==> config.mk <==
export PLATFORM = sky130hd
export DESIGN_NAME = net_tx_scheduler
export DESIGN_NICKNAME = d
export VERILOG_FILES = /design/src/rtl/net_sched_pkg.sv /design/src/rtl/net_tx_scheduler.sv
export SDC_FILE = /design/constraint.sdc
export NUM_CORES = 1
export LEC_CHECK = 0
export ABC_CLOCK_PERIOD_IN_PS = 1700
export CAP_MARGIN = 10
export CORE_MARGIN = 1.5
export CORE_UTILIZATION = 50
export CTS_CLUSTER_SIZE = 40
export DETAILED_ROUTE_END_ITERATION = 6
export HOLD_SLACK_MARGIN = 0.1
export PLACE_DENSITY = 0.77
export SLEW_MARGIN = 30
export SYNTH_ARGS = -nofsm -noshare
export SYNTH_HDL_FRONTEND = slang
export SYNTH_SLANG_ARGS = --single-unit
==> constraint.sdc <==
create_clock -name clk -period 1.7 [get_ports clk]
set_input_delay 0.34 -clock clk [delete_from_list [all_inputs] [get_ports clk]]
set_output_delay 0.34 -clock clk [all_outputs]
set_load 0.1 [all_outputs]
==> src/rtl/net_sched_pkg.sv <==
// Shared types and helpers for the network TX scheduler.
// Packet type codes, FSM states and requester ids.
package net_sched_pkg;

  localparam logic [3:0] TYPE_BTN = 4'h1;
  localparam logic [3:0] TYPE_DBG = 4'h2;
  localparam logic [3:0] TYPE_HB  = 4'h3;

  typedef enum logic [1:0] {
    IDLE,
    SEND,
    GAP
  } state_t;

  typedef enum logic {
    REQ_BTN,
    REQ_DBG
  } req_t;

  // Payload words after the header: value, its complement, then zeros.
  function automatic logic [15:0] tail_word(
    input int          idx,
    input logic [15:0] pay
  );
    logic [15:0] r;
    r = 16'h0000;
    if (idx == 1) r = pay;
    if (idx == 2) r = ~pay;
    return r;
  endfunction

endpackage

==> src/rtl/net_tx_scheduler.sv <==
// Arbitrates button and debug packets into the UDP TX stream,
// emitting fixed bursts separated by a forced idle gap.
module net_tx_scheduler
  import net_sched_pkg::*;
#(
  parameter int DATA_SIZE        = 16,
  parameter int PAYLOAD_WORDS    = 8,
  parameter int GAP_CYCLES       = 2048,
  parameter int HEARTBEAT_CYCLES = 5000000
) (
  input  logic                 clk,
  input  logic                 rst,
  input  logic                 en,
  input  logic [7:0]           buttons_in,
  input  logic                 dbg_req,
  input  logic [15:0]          dbg_tag,
  output logic                 axiov,
  output logic [DATA_SIZE-1:0] axiod,
  output logic                 busy,
  output logic [11:0]          seq,
  output logic [7:0]           dbg_drops
);

  localparam int WW = $clog2(PAYLOAD_WORDS);
  localparam int GW = $clog2(GAP_CYCLES + 1);
  localparam int HW = $clog2(HEARTBEAT_CYCLES + 1);

  state_t         state;
  req_t           last_grant;
  logic           chg_pend;
  logic           hb_flag;
  logic           dbg_pend;
  logic [7:0]     last_btn;
  logic [15:0]    tag_q;
  logic [15:0]    pay;
  logic [HW-1:0]  hb_cnt;
  logic [WW-1:0]  w;
  logic [GW-1:0]  gap_cnt;

  logic           btn_pend;
  logic           hb_hit;
  logic           grant_btn;
  logic           grant_dbg;
  logic [3:0]     typ;

  assign btn_pend = chg_pend | hb_flag;
  assign hb_hit   = (hb_cnt == HW'(HEARTBEAT_CYCLES - 1));

  always_comb begin
    grant_btn = 1'b0;
    grant_dbg = 1'b0;
    if (state == IDLE && en) begin
      if (btn_pend && dbg_pend) begin
        grant_btn = (last_grant == REQ_DBG);
        grant_dbg = (last_grant == REQ_BTN);
      end else begin
        grant_btn = btn_pend;
        grant_dbg = dbg_pend;
      end
    end
  end

  always_comb begin
    typ = TYPE_HB;
    unique case (1'b1)
      grant_dbg: typ = TYPE_DBG;
      chg_pend:  typ = TYPE_BTN;
      default:   typ = TYPE_HB;
    endcase
  end

  always_ff @(posedge clk) begin
    if (!rst) begin
      state      <= IDLE;
      last_grant <= REQ_DBG;
      chg_pend   <= 1'b0;
      hb_flag    <= 1'b0;
      dbg_pend   <= 1'b0;
      last_btn   <= '0;
      tag_q      <= '0;
      pay        <= '0;
      hb_cnt     <= '0;
      w          <= '0;
      gap_cnt    <= '0;
      axiov      <= 1'b0;
      axiod      <= '0;
      busy       <= 1'b0;
      seq        <= '0;
      dbg_drops  <= '0;
    end else begin
      if (grant_btn) begin
        chg_pend <= 1'b0;
        hb_flag  <= 1'b0;
        last_btn <= buttons_in;
      end else begin
        if (buttons_in != last_btn) chg_pend <= 1'b1;
        if (hb_hit) hb_flag <= 1'b1;
      end

      if (!en || grant_btn) hb_cnt <= '0;
      else if (!hb_hit) hb_cnt <= hb_cnt + 1'b1;

      // A request landing while one is queued keeps the queued tag.
      if (grant_dbg) dbg_pend <= 1'b0;
      if (dbg_req) begin
        if (dbg_pend) begin
          if (dbg_drops != 8'hFF) dbg_drops <= dbg_drops + 1'b1;
        end else begin
          dbg_pend <= 1'b1;
          tag_q    <= dbg_tag;
        end
      end

      unique case (state)
        IDLE: begin
          if (grant_btn || grant_dbg) begin
            state      <= SEND;
            busy       <= 1'b1;
            axiov      <= 1'b1;
            w          <= '0;
            seq        <= seq + 12'd1;
            last_grant <= grant_btn ? REQ_BTN : REQ_DBG;
            axiod      <= DATA_SIZE'({typ, seq});
            pay        <= grant_btn ? {8'h00, buttons_in} : tag_q;
          end
        end
        SEND: begin
          if (w == WW'(PAYLOAD_WORDS - 1)) begin
            state   <= GAP;
            axiov   <= 1'b0;
            axiod   <= '0;
            gap_cnt <= '0;
          end else begin
            w     <= w + 1'b1;
            axiod <= DATA_SIZE'(tail_word(int'(w) + 1, pay));
          end
        end
        GAP: begin
          if (gap_cnt == GW'(GAP_CYCLES - 1)) begin
            state <= IDLE;
            busy  <= 1'b0;
          end else begin
            gap_cnt <= gap_cnt + 1'b1;
          end
        end
        default: state <= IDLE;
      endcase
    end
  end

endmodule

==> flow_metrics.py, run 1 <==
metrics = {
    "power": {
        "leakage_nw": 3.076,
        "power.density_nw_per_um2": 1003,
        "power_w": 0.008295,
        "peakVddDrop_uv": 876.6,
    },
    "clocking": {
        "cts_root_buffer": "clkbuf_8",
        "clkTransAtPathRegs_ns": 0.07,
        "cts_hold_buffers": 0,
        "insertion_delay_ns": 0.55,
        "clock_path_buffers": 2,
        "cts_tree": "yes",
        "numClockSinks": 122,
        "numCtsBuffers": 17,
        "htreeDepth": 4,
    },
    "layout": {
        "finalNonFillerCells": 930,
        "drive_gt1_frac": 0.3127,
        "antennaDiodeCount": 0,
        "nNetsFinal": 813,
        "area_growth_pct": 50.51,
    },
    "place": {
        "dp_slack_ns": -0.4108,
        "dp.cells": 884,
        "port_buffers": 65,
        "dpl.hpwl_um": 10480,
        "gp_congestion": 0.8528,
    },
    "die": {
        "coreArea_um2": 10790,
        "start_util": 0.5090,
        "die_w_um": 107.8,
        "dieArea_um2": 11630,
        "die_height_um": 107.8,
        "rows": 38,
        "io_pins": 66,
    },
    "worst_setup_path": {
        "cp-start-kind": "flip-flop",
        "criticalPathCategory": "flip-flop to flip-flop",
        "end_kind": "flip-flop",
        "worst-path-max-fanout": 6,
        "cp.required_ns": 2.12,
        "crit_arrival_ns": 2.39,
    },
    "synth": {
        "synth_area_um2": 5494,
        "yosysSeqAreaShare": 0.4445,
        "ys_warn_count": 0,
        "ys.flop_type": "dfxtp_1",
        "synth_top_area_cell": "dfxtp_1",
        "synth.area.top_cells": "dfxtp_1, a21oi_1, nand2_1",
        "synth-edff-count": 0,
        "synthCells": 642,
        "async_flop_share": 0,
        "ys_ff_latch": 122,
        "avgSynthCellArea_um2": 8.558,
        "syn-num-nets": 678,
        "synth_cell_types": 54,
        "synth_top_cell_area_share": 0.4445,
    },
    "drt": {
        "vias": 5654,
        "detail_route.first_pass.iterations": 5,
        "via_per_inst": 6.080,
        "detail-route-antenna-nets": 0,
        "drcViolationCount": 0,
        "routed_wl_um": 17110,
        "drt_iter0_markers": 419,
        "routedWlPerCell_um": 18.40,
    },
    "run_status": {
        "status": "complete, but fails checks",
        "violations": "negative setup slack",
    },
    "sta": {
        "tns_ns": -2.006,
        "worst_slack_ns": -0.2626,
        "tightest_slew_ns": 0.5175,
        "fin_crit_sh": 1.154,
        "setup_viol": 23,
        "fmaxAchievable_mhz": 509.5,
        "min_period_ns": 1.963,
        "slew_violations": 0,
        "rsz0062_at_grt": "true",
        "skew_ns": 0.007812,
        "relSlewSlack": 0.6461,
        "hold_viol": 0,
    },
    "global_route": {
        "grt_antenna_before_repair": 0,
        "grt_pass1_wl_um": 25700,
        "grt_max_degree": 28,
        "grt_pass1_vias": 5299,
        "grt_overflow": 0,
        "grt.total_usage": 0.2823,
    },
    "run": {
        "maxCapViolCount": 0,
    },
    "worst_hold_path": {
        "hold_path.class": "input pin to flip-flop",
    },
}
[critical path, cell delays in order (launching register included)]
cell	delay, ns
dfxtp_2	0.34
ha_4	0.16
ha_4	0.23
a311o_2	0.43
buf_4	0.16
o21a_1	0.18
nor4_1	0.33
[repair_timing]
item / 4_1_cts / 5_1_grt
gates cloned: 1 / 2
buffers inserted: 8 / 3
resized for setup: 16 / 57
pin swaps: 10 / 24
endpoints found under the setup margin: 29 / 57
[synth_stat cells, types with 3 or more instances]
master and number:
a2111oi_0 3, a21oi_1 68, a22oi_1 16, a31oi_1 4
and2_1 5, and3_1 9, and4_1 5, buf_2 4
clkbuf_1 30, dfxtp_1 122, ha_1 8, inv_1 9
mux2i_1 24, nand2_1 86, nand2b_1 11, nand3_1 21
nand3b_1 3, nand4_1 13, nor2_1 54, nor2b_1 3
nor3_1 15, nor4_1 11, o2111a_1 3, o21a_1 13
o21ai_0 13, o31ai_1 11, or3_1 8, or4_1 10
or4b_1 3, xnor2_1 12, xor2_1 15
[registers in the layout, summed over array words and instances, names as in the netlist]
register	count
axiod	16
busy	1
hb_flag	1
pay	16
dbg_pend	1
dbg_drops	8
gap_cnt	12
seq	12
w	3
chg_pend	1
last_grant	1
axiov	1
state	2
hb_cnt	23
tag_q	16
last_btn	8
[per-layer routing]
layer  vias up  GRT usage  share of wire  wire (um)
met2       298     0.4982           0.51       8775
met4         0     0.1269          0.040        682
met3        68    0.06416          0.065       1105
met5         -          0              0          0
li1       2591          -              -          -
met1      2697     0.3240           0.38       6550
[stage by stage]
step / area (um2) / hold WS, ns / utilization
3_3_place_gp: 7257 / 0.4479 / 0.6724
3_5_place_dp: 7257 / 0.4511 / 0.6724
5_1_grt: 8269 / 0.3344 / 0.7662
6_report: 8269 / 0.3358 / 0.7662
2_1_floorplan: 5622 / 0.4360 / -
4_1_cts: 7993 / 0.3370 / 0.7406
[kinds of logic after synthesis]
kind of cell,count (synthesis),synth area share
compound gates,145,0.1647
xor+xnor,27,0.04304
fa+ha+maj,8,0.01822
buf+inv,44,0.03097
flops,122,0.4445
mux,24,0.04373
simple gates,272,0.2548
[layout by cell type, fill, tap and decap left out, types with 4 or more instances in the layout]
cell,count
and4_1,4
o21ai_0,10
buf_12,43
nand2_1,84
inv_1,7
and3_1,8
clkbuf_16,17
and2_1,5
dfxtp_1,90
dfxtp_4,6
or4_1,6
nand3_2,5
or3_1,5
nor2_1,54
a21oi_2,8
or4_4,4
nor4_1,6
a21oi_1,59
nand2b_1,11
nor4_2,5
o31ai_1,11
clkdlybuf4s50_1,27
inv_6,5
xor2_1,15
a22oi_1,16
xnor2_1,12
nand4_1,13
nor3_1,12
dfxtp_2,26
buf_6,4
o21a_1,13
buf_4,74
ha_4,6
nand3_1,18
mux2i_1,22
[area by class of cell]
class	instances	area [um2]
Clock buffer	17	414.1
Clock inverter	15	188.9
Fill cell	629	2524
Inverter	10	42.54
Multi-Input combinational cell	476	3189
Sequential cell	122	2497
Tap cell	140	175.2
Timing Repair Buffer	150	1762
[path summary, 6_finish.rpt]
kind	startpoint	to	slack (ns)	cells after the start
worst max-delay path	w[0]$_SDFFE_PN0P_	axiod[4]$_SDFFE_PN0P_	-0.26	6
worst min-delay path	dbg_tag[10]	tag_q[10]$_SDFFE_PN0P_	0.34	3
worst max register to register	w[0]$_SDFFE_PN0P_	axiod[4]$_SDFFE_PN0P_	-0.26	6
worst min register to register	tag_q[8]$_SDFFE_PN0P_	tag_q[8]$_SDFFE_PN0P_	0.46	2
[where the power goes]
group	internal, W	total, W	switching, W
Clock	0.00227	0.00371	0.00145
Sequential	0.00297	0.00311	0.000136
Combinational	0.000601	0.00147	0.000870
Total	0.00584	0.00829	0.00245
Power figures use the tool's default switching activity.
==> run 2, diff against run 1 <==
--- a/config.mk
+++ b/config.mk
@@ -9,10 +9,9 @@
 export CAP_MARGIN = 10
 export CORE_MARGIN = 1.5
 export CORE_UTILIZATION = 50
-export CTS_CLUSTER_SIZE = 40
 export DETAILED_ROUTE_END_ITERATION = 6
-export HOLD_SLACK_MARGIN = 0.1
 export PLACE_DENSITY = 0.77
+export RECOVER_POWER = 100
 export SLEW_MARGIN = 30
 export SYNTH_ARGS = -nofsm -noshare
 export SYNTH_HDL_FRONTEND = slang
==> run 2 against run 1 <==
Effect of this change: the run still ends with negative setup slack left; sequential power hardly changed; clock power is essentially flat; register-to-register slack about the same; sequential share of layout area up 0.93 points; final cell count unchanged; fmax increased by 0.75%; count of clock-buffer cells in the layout unchanged; worst hold slack better by 0.0022 ns; setup slack better by 0.015 ns; critical path depth is the same; global-route usage stayed put.
==> flow_metrics.py, run 2 (synthesis results as in run 1) <==
metrics = {
    "sta": {
        "relSlewSlack": 0.6055,
        "worst_slack_ns": -0.2479,
        "whs_ns": 0.3380,
        "skew_ns": 0.006849,
        "tightest_slew_ns": 0.5917,
        "min_period_ns": 1.948,
        "fin_crit_sh": 1.146,
        "hold_viol": 0,
        "slew_violations": 0,
        "setup_viol": 44,
        "fmaxAchievable_mhz": 513.4,
        "rsz0062_at_grt": "true",
    },
    "global_route": {
        "grt_max_degree": 28,
        "grt_overflow": 0,
        "grt.total_usage": 0.2823,
        "grt_antenna_before_repair": 0,
        "grt_pass1_wl_um": 25700,
        "grt_pass1_vias": 5299,
    },
    "worst_setup_path": {
        "critPathTopFamily": "compound AO/OA/AOI/OAI gates",
        "end_kind": "flip-flop",
        "criticalPathCategory": "flip-flop to flip-flop",
        "r2r_slack_ns": -0.25,
        "r2r-end": "axiod[4]$_SDFFE_PN0P_",
        "cpMostUsedCell": "ha_4",
        "crit_slowest_cell": "a311o_2",
        "crit_arrival_ns": 2.37,
        "cp-start-kind": "flip-flop",
        "timing.rr.start": "w[1]$_SDFFE_PN0P_",
        "worst-path-max-fanout": 6,
        "cpPeakStageDelay_ns": 0.43,
        "worst-path-buf-inv": 1,
        "reg2regPathDepth": 6,
        "path_cells": "ha_4, ha_4, a311o_2, buf_4, o21a_1, nor4_1",
        "cp.required_ns": 2.12,
    },
    "place": {
        "dp.cells": 884,
        "port_buffers": 65,
        "gp_congestion": 0.8528,
        "dpl.hpwl_um": 10480,
    },
    "die": {
        "die_w_um": 107.8,
        "dieArea_um2": 11630,
        "rows": 38,
        "start_util": 0.5090,
        "io_pins": 66,
        "coreArea_um2": 10790,
        "die_height_um": 107.8,
    },
    "clocking": {
        "clkTransAtPathRegs_ns": 0.06,
        "numCtsBuffers": 17,
        "insertion_delay_ns": 0.55,
        "cts_root_buffer": "clkbuf_8",
        "clock_path_buffers": 2,
        "htreeDepth": 4,
        "numClockSinks": 122,
        "cts_tree": "yes",
    },
    "worst_hold_path": {
        "hold_path.class": "input pin to flip-flop",
        "min-delay-start": "dbg_tag[10]",
        "hold_end": "tag_q[10]$_SDFFE_PN0P_",
        "min_delay_path_depth": 3,
    },
    "layout": {
        "largest_reg_flops": 23,
        "layout_commonest_cell": "dfxtp_1",
        "final_cell_mix": "dfxtp_1, nand2_1, buf_4",
        "nNetsFinal": 813,
        "drive_gt1_frac": 0.3051,
        "area_growth_pct": 45.59,
        "finalNonFillerCells": 930,
        "fillers": 670,
        "top_register": "hb_cnt",
        "antennaDiodeCount": 0,
    },
    "power": {
        "power_w": 0.008198,
        "leakage_nw": 3.008,
        "peakVddDrop_uv": 850.8,
        "power.density_nw_per_um2": 1025,
    },
    "drt": {
        "detail_route.first_pass.iterations": 7,
        "drcViolationCount": 0,
        "vias": 5646,
        "via_per_inst": 6.071,
        "routedWlPerCell_um": 18.43,
        "routed_wl_um": 17140,
        "drt_iter0_markers": 452,
        "detail-route-antenna-nets": 0,
    },
    "run": {
        "maxCapViolCount": 0,
    },
    "run_status": {
        "violations": "negative setup slack",
        "status": "complete, but fails checks",
    },
}
-- run 2: cell count changes in the layout (fill, tap and decap cells not counted), sizes merged --
| cell | previous run | this run |
|---|---|---|
| clkbuf | 18 | 37 |
| buf | 122 | 103 |
| dlygate4sd3 | 0 | 1 |
| clkdlybuf4s50 | 27 | 26 |
-- run 2: layer usage --
metal	vias up	routed length (um)	track usage
li1	2584	-	-
met5	-	0	0
met3	73	1102	0.06416
met4	0	737	0.1269
met1	2698	6569	0.3240
met2	291	8728	0.4982
-- run 2: final cells by class --
type / count / area, um2 / share of cell area
multi-input combinational: 476 / 3166 / 0.3957
clock inverter: 15 / 188.9 / 0.02362
inverter: 10 / 42.54 / 0.005318
sequential: 122 / 2490 / 0.3113
clock buffer: 17 / 414.1 / 0.05178
timing repair buffer: 150 / 1523 / 0.1904
tap: 140 / 175.2 / 0.02190
-- run 2: report_power, final --
group	switching, W	leakage (nW)	internal [W]	total, W
combinational	0.000870	1.71	0.000520	0.00139
clock	0.00145	0.296	0.00227	0.00372
sequential	0.000118	1.01	0.00297	0.00309
total	0.00244	3.01	0.00576	0.00820
-- run 2: stage by stage --
stage          cell area, um2  worst slack (ns)  TNS (ns)  utilization
2_1_floorplan            5622          -0.01066  -0.01066            -
6_report                 7999           -0.2479    -2.583       0.7411
3_5_place_dp             7257           -0.4108    -23.21       0.6724
4_1_cts                  7993          -0.05945   -0.3429       0.7406
5_1_grt                  7999           -0.2369    -5.193       0.7411
3_3_place_gp             7257           -0.3102    -16.76       0.6724
-- run 2: worst register-to-register path, delay by kind of cell (launching register included) --
kind / cells / cell delay [ns]
buffers and inverters: 1 / 0.16
AOI/OAI and AO/OA: 2 / 0.61
adders and majority gates: 2 / 0.39
and+or+nand+nor: 1 / 0.33
DFF: 1 / 0.34
-- run 2: repair_timing --
item / in CTS / in global routing
gates resized for setup: 16 / 57
pin swaps: 10 / 24
gates cloned: 1 / 2
buffers inserted: 8 / 3
hold buffers: 0 / 0
endpoints found under the setup margin: 29 / 57
-- run 2: worst max-delay path by stage --
stage | startpoint | to | slack (ns) | cells after the start
2_1_floorplan | w[0]$_SDFFE_PN0P_ | axiod[14]$_SDFFE_PN0P_ | -0.01 | 6
3_3_place_gp | en | seq[10]$_SDFFE_PN0P_ | -0.31 | 6
3_5_place_dp | en | seq[11]$_SDFFE_PN0P_ | -0.41 | 5
4_1_cts | w[1]$_SDFFE_PN0P_ | axiod[6]$_SDFFE_PN0P_ | -0.06 | 6
5_1_grt | w[1]$_SDFFE_PN0P_ | axiod[4]$_SDFFE_PN0P_ | -0.24 | 6
6_report | w[1]$_SDFFE_PN0P_ | axiod[4]$_SDFFE_PN0P_ | -0.25 | 6
